==> src/rtl/control_sequencer.sv <==
// control_sequencer: hardwired fetch/execute sequencer for a Mini-SRC datapath.
// Optional macro CU_MEM_TIMEOUT_EN bounds Mem_ready waits and enters FAULT.
module control_sequencer #(
    parameter int OPW         = 5,
    parameter int MD_CYCLES   = 4,
    parameter int MEM_TIMEOUT = 15
) (
    input  logic        Clock,
    input  logic        Reset_n,
    input  logic [31:0] IR,
    input  logic        Stop,
    input  logic        Con_FF,
    input  logic        Mem_ready,
    output logic [2:0]  Gsel,
    output logic        RIn,
    output logic        Rout,
    output logic        BAout,
    output logic [9:0]  LdEn,
    output logic [7:0]  BusSel,
    output logic [3:0]  AluOp,
    output logic        IncPC,
    output logic        Read,
    output logic        Write,
    output logic        Run,
    output logic        Fault
);

    localparam int CMAX = (MD_CYCLES > MEM_TIMEOUT) ? MD_CYCLES : MEM_TIMEOUT;
    localparam int CW   = $clog2(CMAX + 1);

    localparam logic [3:0] S_IDLE  = 4'd0;
    localparam logic [3:0] S_F0    = 4'd1;
    localparam logic [3:0] S_F1    = 4'd2;
    localparam logic [3:0] S_F2    = 4'd3;
    localparam logic [3:0] S_T3    = 4'd4;
    localparam logic [3:0] S_T4    = 4'd5;
    localparam logic [3:0] S_T5    = 4'd6;
    localparam logic [3:0] S_T6    = 4'd7;
    localparam logic [3:0] S_T7    = 4'd8;
    localparam logic [3:0] S_HALT  = 4'd9;
    localparam logic [3:0] S_FAULT = 4'd10;

    localparam logic [4:0] C_NOP  = 5'd0;
    localparam logic [4:0] C_ALU  = 5'd1;
    localparam logic [4:0] C_IMM  = 5'd2;
    localparam logic [4:0] C_SHF  = 5'd3;
    localparam logic [4:0] C_MD   = 5'd4;
    localparam logic [4:0] C_UN   = 5'd5;
    localparam logic [4:0] C_LD   = 5'd6;
    localparam logic [4:0] C_LDI  = 5'd7;
    localparam logic [4:0] C_ST   = 5'd8;
    localparam logic [4:0] C_BR   = 5'd9;
    localparam logic [4:0] C_JR   = 5'd10;
    localparam logic [4:0] C_JAL  = 5'd11;
    localparam logic [4:0] C_IN   = 5'd12;
    localparam logic [4:0] C_OUT  = 5'd13;
    localparam logic [4:0] C_MFHI = 5'd14;
    localparam logic [4:0] C_MFLO = 5'd15;
    localparam logic [4:0] C_HALT = 5'd16;

    logic [3:0]    state;
    logic [3:0]    state_n;
    logic [CW-1:0] cnt;
    logic [4:0]    cls;
    logic [3:0]    alu;
    logic [31:0]   opc;
    logic [3:0]    to_f0;
    logic [3:0]    wait_n;
    logic          md_last;
    logic          unused_ir;

    logic mar_in, pc_in, mdr_in, ir_in, y_in;
    logic hi_in, lo_in, z_in, con_in, out_in;
    logic pc_out, zlo_out, zhi_out, mdr_out;
    logic c_out, inp_out, lo_out, hi_out;
    logic gra, grb, grc, r_in, r_out, ba_out;
    logic inc_pc, rd, wr;
    logic [3:0] alu_op;

    assign opc       = 32'(IR[31:32-OPW]);
    assign unused_ir = ^IR[31-OPW:0];
    assign to_f0     = Stop ? S_IDLE : S_F0;
    assign md_last   = (cnt == CW'(MD_CYCLES - 1));

`ifdef CU_MEM_TIMEOUT_EN
    assign wait_n = (cnt == CW'(MEM_TIMEOUT - 1)) ? S_FAULT : state;
    assign Fault  = (state == S_FAULT);
`else
    assign wait_n = state;
    assign Fault  = 1'b0;
`endif

    // Classify the opcode into an execution pattern and ALU function.
    always_comb begin
        cls = C_NOP;
        alu = 4'd0;
        case (opc)
            0:  cls = C_LD;
            1:  cls = C_LDI;
            2:  cls = C_ST;
            3:  begin cls = C_ALU; alu = 4'd1;  end
            4:  begin cls = C_ALU; alu = 4'd2;  end
            5:  begin cls = C_SHF; alu = 4'd5;  end
            6:  begin cls = C_SHF; alu = 4'd6;  end
            7:  begin cls = C_SHF; alu = 4'd7;  end
            8:  begin cls = C_SHF; alu = 4'd8;  end
            9:  begin cls = C_ALU; alu = 4'd3;  end
            10: begin cls = C_ALU; alu = 4'd4;  end
            11: begin cls = C_IMM; alu = 4'd1;  end
            12: begin cls = C_IMM; alu = 4'd3;  end
            13: begin cls = C_IMM; alu = 4'd4;  end
            14: begin cls = C_MD;  alu = 4'd9;  end
            15: begin cls = C_MD;  alu = 4'd10; end
            16: begin cls = C_UN;  alu = 4'd11; end
            17: begin cls = C_UN;  alu = 4'd12; end
            18: cls = C_BR;
            19: cls = C_JR;
            20: cls = C_JAL;
            21: cls = C_IN;
            22: cls = C_OUT;
            23: cls = C_MFHI;
            24: cls = C_MFLO;
            26: cls = C_HALT;
            default: cls = C_NOP;
        endcase
    end

    // Step sequencing; every instruction ends through to_f0 so Stop is honoured there.
    always_comb begin
        state_n = state;
        case (state)
            S_IDLE: state_n = Stop ? S_IDLE : S_F0;
            S_F0:   state_n = S_F1;
            S_F1:   state_n = Mem_ready ? S_F2 : wait_n;
            S_F2:   state_n = S_T3;
            S_T3: begin
                case (cls)
                    C_HALT: state_n = S_HALT;
                    C_BR:   state_n = Con_FF ? S_T4 : to_f0;
                    C_ALU, C_IMM, C_SHF, C_MD, C_UN,
                    C_LD, C_LDI, C_ST, C_JAL: state_n = S_T4;
                    default: state_n = to_f0;
                endcase
            end
            S_T4: begin
                case (cls)
                    C_MD: state_n = md_last ? S_T5 : S_T4;
                    C_ALU, C_IMM, C_SHF, C_LD,
                    C_LDI, C_ST, C_BR: state_n = S_T5;
                    default: state_n = to_f0;
                endcase
            end
            S_T5: begin
                case (cls)
                    C_MD, C_LD, C_ST, C_BR: state_n = S_T6;
                    default: state_n = to_f0;
                endcase
            end
            S_T6: begin
                case (cls)
                    C_LD:    state_n = Mem_ready ? S_T7 : wait_n;
                    C_ST:    state_n = S_T7;
                    default: state_n = to_f0;
                endcase
            end
            S_T7: begin
                if (cls == C_ST && !Mem_ready)
                    state_n = wait_n;
                else
                    state_n = to_f0;
            end
            S_HALT:  state_n = S_HALT;
            S_FAULT: state_n = S_FAULT;
            default: state_n = S_IDLE;
        endcase
    end

    // State and per-step cycle counter (saturating so long waits never wrap).
    always_ff @(posedge Clock or negedge Reset_n) begin
        if (!Reset_n) begin
            state <= S_IDLE;
            cnt   <= '0;
        end else begin
            state <= state_n;
            if (state_n != state)
                cnt <= '0;
            else if (cnt != '1)
                cnt <= cnt + 1'b1;
        end
    end

    // Control strobes decoded from the held state, step count and opcode.
    always_comb begin
        mar_in = 1'b0; pc_in = 1'b0; mdr_in = 1'b0; ir_in = 1'b0;
        y_in = 1'b0; hi_in = 1'b0; lo_in = 1'b0; z_in = 1'b0;
        con_in = 1'b0; out_in = 1'b0;
        pc_out = 1'b0; zlo_out = 1'b0; zhi_out = 1'b0; mdr_out = 1'b0;
        c_out = 1'b0; inp_out = 1'b0; lo_out = 1'b0; hi_out = 1'b0;
        gra = 1'b0; grb = 1'b0; grc = 1'b0;
        r_in = 1'b0; r_out = 1'b0; ba_out = 1'b0;
        inc_pc = 1'b0; rd = 1'b0; wr = 1'b0;
        alu_op = 4'd0;
        case (state)
            S_F0: begin pc_out = 1'b1; mar_in = 1'b1; end
            S_F1: begin
                rd = 1'b1; mdr_in = 1'b1;
                inc_pc = (cnt == '0);
            end
            S_F2: begin mdr_out = 1'b1; ir_in = 1'b1; end
            S_T3: begin
                case (cls)
                    C_ALU, C_IMM, C_SHF, C_MD: begin
                        grb = 1'b1; r_out = 1'b1; y_in = 1'b1;
                    end
                    C_UN: begin
                        grb = 1'b1; r_out = 1'b1; alu_op = alu; z_in = 1'b1;
                    end
                    C_LD, C_LDI, C_ST: begin
                        grb = 1'b1; ba_out = 1'b1; y_in = 1'b1;
                    end
                    C_BR:   begin gra = 1'b1; r_out = 1'b1; con_in = 1'b1; end
                    C_JR:   begin gra = 1'b1; r_out = 1'b1; pc_in = 1'b1; end
                    C_JAL:  begin pc_out = 1'b1; r_in = 1'b1; end
                    C_IN:   begin inp_out = 1'b1; gra = 1'b1; r_in = 1'b1; end
                    C_OUT:  begin gra = 1'b1; r_out = 1'b1; out_in = 1'b1; end
                    C_MFHI: begin hi_out = 1'b1; gra = 1'b1; r_in = 1'b1; end
                    C_MFLO: begin lo_out = 1'b1; gra = 1'b1; r_in = 1'b1; end
                    default: ;
                endcase
            end
            S_T4: begin
                case (cls)
                    C_ALU: begin
                        grc = 1'b1; r_out = 1'b1; alu_op = alu; z_in = 1'b1;
                    end
                    C_IMM, C_SHF: begin
                        c_out = 1'b1; alu_op = alu; z_in = 1'b1;
                    end
                    C_MD: begin alu_op = alu; z_in = md_last; end
                    C_UN: begin zlo_out = 1'b1; gra = 1'b1; r_in = 1'b1; end
                    C_LD, C_LDI, C_ST: begin
                        c_out = 1'b1; alu_op = 4'd1; z_in = 1'b1;
                    end
                    C_BR:  begin pc_out = 1'b1; y_in = 1'b1; end
                    C_JAL: begin gra = 1'b1; r_out = 1'b1; pc_in = 1'b1; end
                    default: ;
                endcase
            end
            S_T5: begin
                case (cls)
                    C_ALU, C_IMM, C_SHF, C_LDI: begin
                        zlo_out = 1'b1; gra = 1'b1; r_in = 1'b1;
                    end
                    C_MD:       begin zlo_out = 1'b1; lo_in = 1'b1; end
                    C_LD, C_ST: begin zlo_out = 1'b1; mar_in = 1'b1; end
                    C_BR: begin c_out = 1'b1; alu_op = 4'd1; z_in = 1'b1; end
                    default: ;
                endcase
            end
            S_T6: begin
                case (cls)
                    C_LD: begin rd = 1'b1; mdr_in = 1'b1; end
                    C_ST: begin gra = 1'b1; r_out = 1'b1; mdr_in = 1'b1; end
                    C_MD: begin zhi_out = 1'b1; hi_in = 1'b1; end
                    C_BR: begin zlo_out = 1'b1; pc_in = 1'b1; end
                    default: ;
                endcase
            end
            S_T7: begin
                case (cls)
                    C_LD: begin mdr_out = 1'b1; gra = 1'b1; r_in = 1'b1; end
                    C_ST: begin mdr_out = 1'b1; wr = 1'b1; end
                    default: ;
                endcase
            end
            default: ;
        endcase
    end

    assign Gsel   = {gra, grb, grc};
    assign RIn    = r_in;
    assign Rout   = r_out;
    assign BAout  = ba_out;
    assign LdEn   = {mar_in, pc_in, mdr_in, ir_in, y_in,
                     hi_in, lo_in, z_in, con_in, out_in};
    assign BusSel = {pc_out, zlo_out, zhi_out, mdr_out,
                     c_out, inp_out, lo_out, hi_out};
    assign AluOp  = alu_op;
    assign IncPC  = inc_pc;
    assign Read   = rd;
    assign Write  = wr;
    assign Run    = !(state == S_IDLE || state == S_HALT || state == S_FAULT);

endmodule

==> config.mk <==
export PLATFORM = sky130hd
export DESIGN_NAME = control_sequencer
export DESIGN_NICKNAME = d
export VERILOG_FILES = /design/src/rtl/control_sequencer.sv
export SDC_FILE = /design/constraint.sdc
export NUM_CORES = 1
export LEC_CHECK = 0
export BUFFER_PORTS_ARGS = -buffer_cell sky130_fd_sc_hd__buf_2
export CAP_MARGIN = 10
export CORE_MARGIN = 3
export CORE_UTILIZATION = 25
export CTS_CLUSTER_SIZE = 8
export DETAILED_ROUTE_END_ITERATION = 12
export HOLD_SLACK_MARGIN = 0.02
export PLACE_DENSITY = 0.59
export SLEW_MARGIN = 20
export SYNTH_ARGS = -nofsm -noshare
export SYNTH_HDL_FRONTEND = slang
export SYNTH_SLANG_ARGS = --single-unit
==> constraint.sdc <==
create_clock -name Clock -period 3.6 [get_ports Clock]
set_input_delay 0.36 -clock Clock [delete_from_list [all_inputs] [get_ports Clock]]
set_output_delay 0.36 -clock Clock [all_outputs]
set_load 0.02 [all_outputs]
Word level (Yosys, flattened, before mapping)
Cells that the tools add are included.
{"block": "totals", "rom_bits": 0, "ram_bits": 0, "memories": 0, "latch_bits": 0, "output_inout_bits": 33, "regBits": 8, "elab_cells": 159}
{"block": "classes", "n_mux": 69, "bitwise_logic": 0, "n_lt_le_gt_ge": 0, "div_mod_pow": 0, "multipliers": 0, "n_addsub": 1, "n_reduce_logical": 33, "shifts": 0, "n_eq_ne": 54}
{"op": "$eq 5x4->1 const B", "n": 16}
{"op": "$pmux 5 s16", "n": 1}
{"op": "$eq 5x5->1 const B", "n": 11}
{"op": "$pmux 4 s12", "n": 1}
{"op": "$pmux 4 s11", "n": 1}
{"op": "$eq 5x3->1 const B", "n": 8}
{"op": "$mux 1", "n": 38}
{"op": "$logic_not 32->1", "n": 1}
{"op": "$mux 4", "n": 6}
{"op": "$pmux 4 s3", "n": 2}
{"op": "$reduce_or 4->1", "n": 6}
{"op": "$eq 5x2->1 const B", "n": 4}
{"op": "$eq 4x3->1 const B", "n": 4}
{"op": "$pmux 4 s2", "n": 2}
{"op": "$reduce_or 2->1", "n": 8}
{"op": "$reduce_or 8->1", "n": 2}
{"op": "$pmux 1 s3", "n": 5}
{"op": "$pmux 1 s2", "n": 7}
{"op": "$reduce_or 7->1", "n": 2}
{"op": "$eq 4x2->1 const B", "n": 3}
{"op": "$eq 4x4->1 const B", "n": 3}
{"op": "$reduce_or 6->1", "n": 2}
{"op": "$eq 5x1->1 const B", "n": 2}
{"op": "$reduce_or 9->1", "n": 1}
{"op": "other kinds (16)", "n": 21}

Longest topological paths before layout
{"block": "logic_depth", "depth_word": 9, "depth_mapped": 9, "mapped_depth_nobuf": 6}

Least setup slack after synthesis
No wires, ideal clock.
{"block": "synth_timing", "path_type": "input port to output port", "start": "in IR[28]", "end": "out Rout", "path_stages": 7, "t_required_ns": 3.240, "slack_ns": 1.235, "arrival_time_ns": 2.005, "cell_sequence": "buf_2 -> buf_1 -> xnor2_1 -> a211oi_1 -> o21ai_0 -> inv_1 -> or4b_2"}
{"block": "synth_via", "elab_chain_cells": 7, "elab_cells_between_ends": 48, "cone_classes": "eq/ne (35); mux (5); reduce/logical (8)"}
{"element": "from (decl)", "line": "10", "source": "input logic [31:0] IR,"}
{"element": "$eq 5x4->1 (tied with other cells)", "line": "97", "source": "case (opc)"}
{"element": "$reduce_or 4->1 (no line) (tied with other cells)"}
{"element": "$pmux 5 s16 (*)", "line": "97"}
{"element": "$eq 5x3->1 (tied with other cells)", "line": "211", "source": "case (cls)"}
{"element": "$reduce_or 8->1 (no line) or $reduce_or 2->1 (tied branches)"}
{"element": "$mux 1 (on tied branches)", "line": "211, 232"}
{"element": "$pmux 1 s3 (*)", "line": "203", "source": "case (state)"}
{"element": "to (decl)", "line": "16", "source": "output logic Rout,"}
Every way passes the cells marked *; elsewhere a longest branch is shown, timed or not.

Final worst setup path
Ends and elaborated chain as after synthesis.

==> reports/metrics.cfg <==
[synthesis]
dominantRegCellSynth=dfrtp_1
ys_warn_count=0
yosys.area.top_type=dfrtp_1
yosysSeqAreaShare=0.116
synthTopCellsByArea=dfrtp_1, buf_4, nor2_1
synthTopCellsByCount=nor2_1, buf_4, a21oi_1, nand2_1, nor3_1
synth_area_um2=1720
synth_adder_area_share=0.0145
synth_nets=288
synth_top_family_by_area=simple AND/OR/NAND/NOR gates
synth_edf_count=0
yosysUniqueCellTypes=64
synth_compound_gate_area_share=0.260
yosysMostFrequentCell=nor2_1
syn_avg_cell_area_um2=6.91
synth-async-reset-ratio=1.00
synth-seq-cells=8
synthMuxAreaShare=0.0392
syn_inst=249
yosys.area.top_type_share=0.116
synthSimpleGateAreaFrac=0.378
synth_xor_xnor_area_share=0.0254

[timing]
hold_violations=0
rsz0062_at_grt=false
fin_setup_tns_ns=0
tightest_slew_ns=0.668
clock.fmax_mhz=337
fin_skew_ns=0.00406
slew_violations=0
period_share=0.825
min_period_ns=2.97
finalSetupViolCount=0
maxSlewHeadroom=0.555

[drt]
firstDrtPassIters=4
via_per_inst=5.58
wl_per_cell_um=15.3
ant_nets=0
vias=1842
drc=0
drt_iter0_drc=111
finalWirelength_um=5060

[place]
placedCellCount=326
place_area_um2=1770
hpwl_um=3770
port_buffers=41
place_congestion=0.885

[clock_tree]
cts_tree=done
cts_buffers=3
cts_setup_buffers=0
hold_buffers=1
clkSinkCount=8
clock_path_buffers=2
ctsHtreeMaxLevel=1
clkLatencyLatePin_ns=0.23
cts_resized=0
clk_pin_slew_ns=0.04
cts_root_buffer=clkbuf_8

[global_routing]
grt_usage=0.132
grt_pass1_wl_um=8410
grt_max_degree=29
grt_pass1_vias=1706
grt_overflow_total=0
antenna_found_initial=0

[layout]
final_core_util=0.281
area_delta_synth_final_pct=6.03
n_antenna_cell=0
fin_nets=294
drive_above_1_share=0.245
fin_area_um2=1830
final_cells=330
n_fill_cell=721

[pwr]
internal_power_w=0.000417
p_sw_frac=0.538
pwr-share-comb=0.670
p_leak_nw=0.781
powerDensity_nw_per_um2=494
clockPowerShare=0.118
power_switching_w=0.000485
seq_power_share=0.212
vdd_drop_max_mv=0.141

[die]
coreArea_um2=6490
die_area_um2=7920
die_x_um=89.0
die_h_um=89.0
fp-row-count=29
start_util=0.265
num_io_pins=70

[critical_path]
path_class=in2out
worst_setup_path_start_kind=primary input
worstSetupEndpointType=output pin
crit_required_ns=3.24
crit_arrival_ns=2.61
r2r_slack_ns=1.09
cp_max_fo=26

[status]
status=finished, final reports clean

[min_path]
worstHoldPathType=in2async

[run]
cap_viol_max_count=0

cell families (layout without fill, tap and decap cells):
| family | after synthesis | in the layout |
|---|---|---|
| other cells | 1 | 1 |
| xor+xnor | 5 | 5 |
| fa+ha+maj | 2 | 2 |
| mux | 6 | 6 |
| buf+inv | 49 | 53 |
| flops | 8 | 8 |
| compound gates | 62 | 62 |
| simple gates | 116 | 116 |
registers in the layout, indices dropped and copies added (netlist names):
signal and flops:
cnt 4, state 4
path summary, 6_finish.rpt:
kind,from,to,depth (start not counted)
setup / recovery,IR[28],Rout,7
hold / removal,Reset_n,cnt[1]$_DFFE_PN0P_,2
setup reg to reg,state[2]$_DFF_PN0_,cnt[3]$_DFFE_PN0P_,6
hold reg to reg,cnt[0]$_DFFE_PN0P_,cnt[0]$_DFFE_PN0P_,2
max in group asynchronous,Reset_n,state[2]$_DFF_PN0_,2
min in group Clock,Mem_ready,state[3]$_DFF_PN0_,3
layout make-up:
cell class,count,area [µm²],area share
Tap cell,77,96.3,0.0528
Sequential cell,8,200,0.110
Inverter,7,26.3,0.0144
Clock buffer,3,41.3,0.0226
Timing Repair Buffer,43,223,0.122
Multi-Input combinational cell,192,1240,0.679
routing by layer:
| metal | track usage | vias to the layer above | part of all wire |
|---|---|---|---|
| met1 | 0.192 | 855 | 0.48 |
| met2 | 0.196 | 72 | 0.45 |
| li1 | - | 909 | - |
| met3 | 0.0249 | 6 | 0.066 |
| met5 | 0 | - | 0 |
| met4 | 0.0406 | 0 | 0.0085 |
critical path: stages:
cell	delay (ns)
buf_2	0.41
clkinv_1	0.42
nand2_1	0.25
nor3_1	0.11
and2_1	0.22
or4b_2	0.65
buf_2	0.18
placed cells by master, fill, tap and decap left out, types with 4 or more instances in the layout:
cell type,synthesis,layout
nand3_1,14,14
a21o_1,4,4
inv_1,6,6
nor2b_1,4,4
nor3_1,16,16
o21ai_0,11,11
buf_2,6,41
nand2_1,17,17
dfrtp_1,8,8
nor4_1,8,8
nand2b_1,9,9
a21oi_1,17,17
nor2_1,24,24
stage by stage:
stage | power, W | hold WS, ns | setup slack (ns)
final | 0.000902 | 0.509 | 0.630
after global routing | 0.000990 | 0.523 | 0.494
after CTS | 0.000907 | 0.518 | 0.652
after detailed placement | 0.000795 | 0.216 | 0.660
after global placement | 0.000789 | 0.217 | 0.677
after floorplan | 0.000694 | 0.0644 | 1.23
power groups by stage:
stage / Clock, W / Combinational, W / Sequential [W]
finish: 0.000107 / 0.000605 / 0.000191
global route: 0.000116 / 0.000674 / 0.000201
CTS: 0.000111 / 0.000605 / 0.000191
detailed placement: 0 / 0.000603 / 0.000192
global placement: 0 / 0.000599 / 0.000190
floorplan: 0 / 0.000567 / 0.000128
No activity file was read; power rests on OpenSTA's default activity.
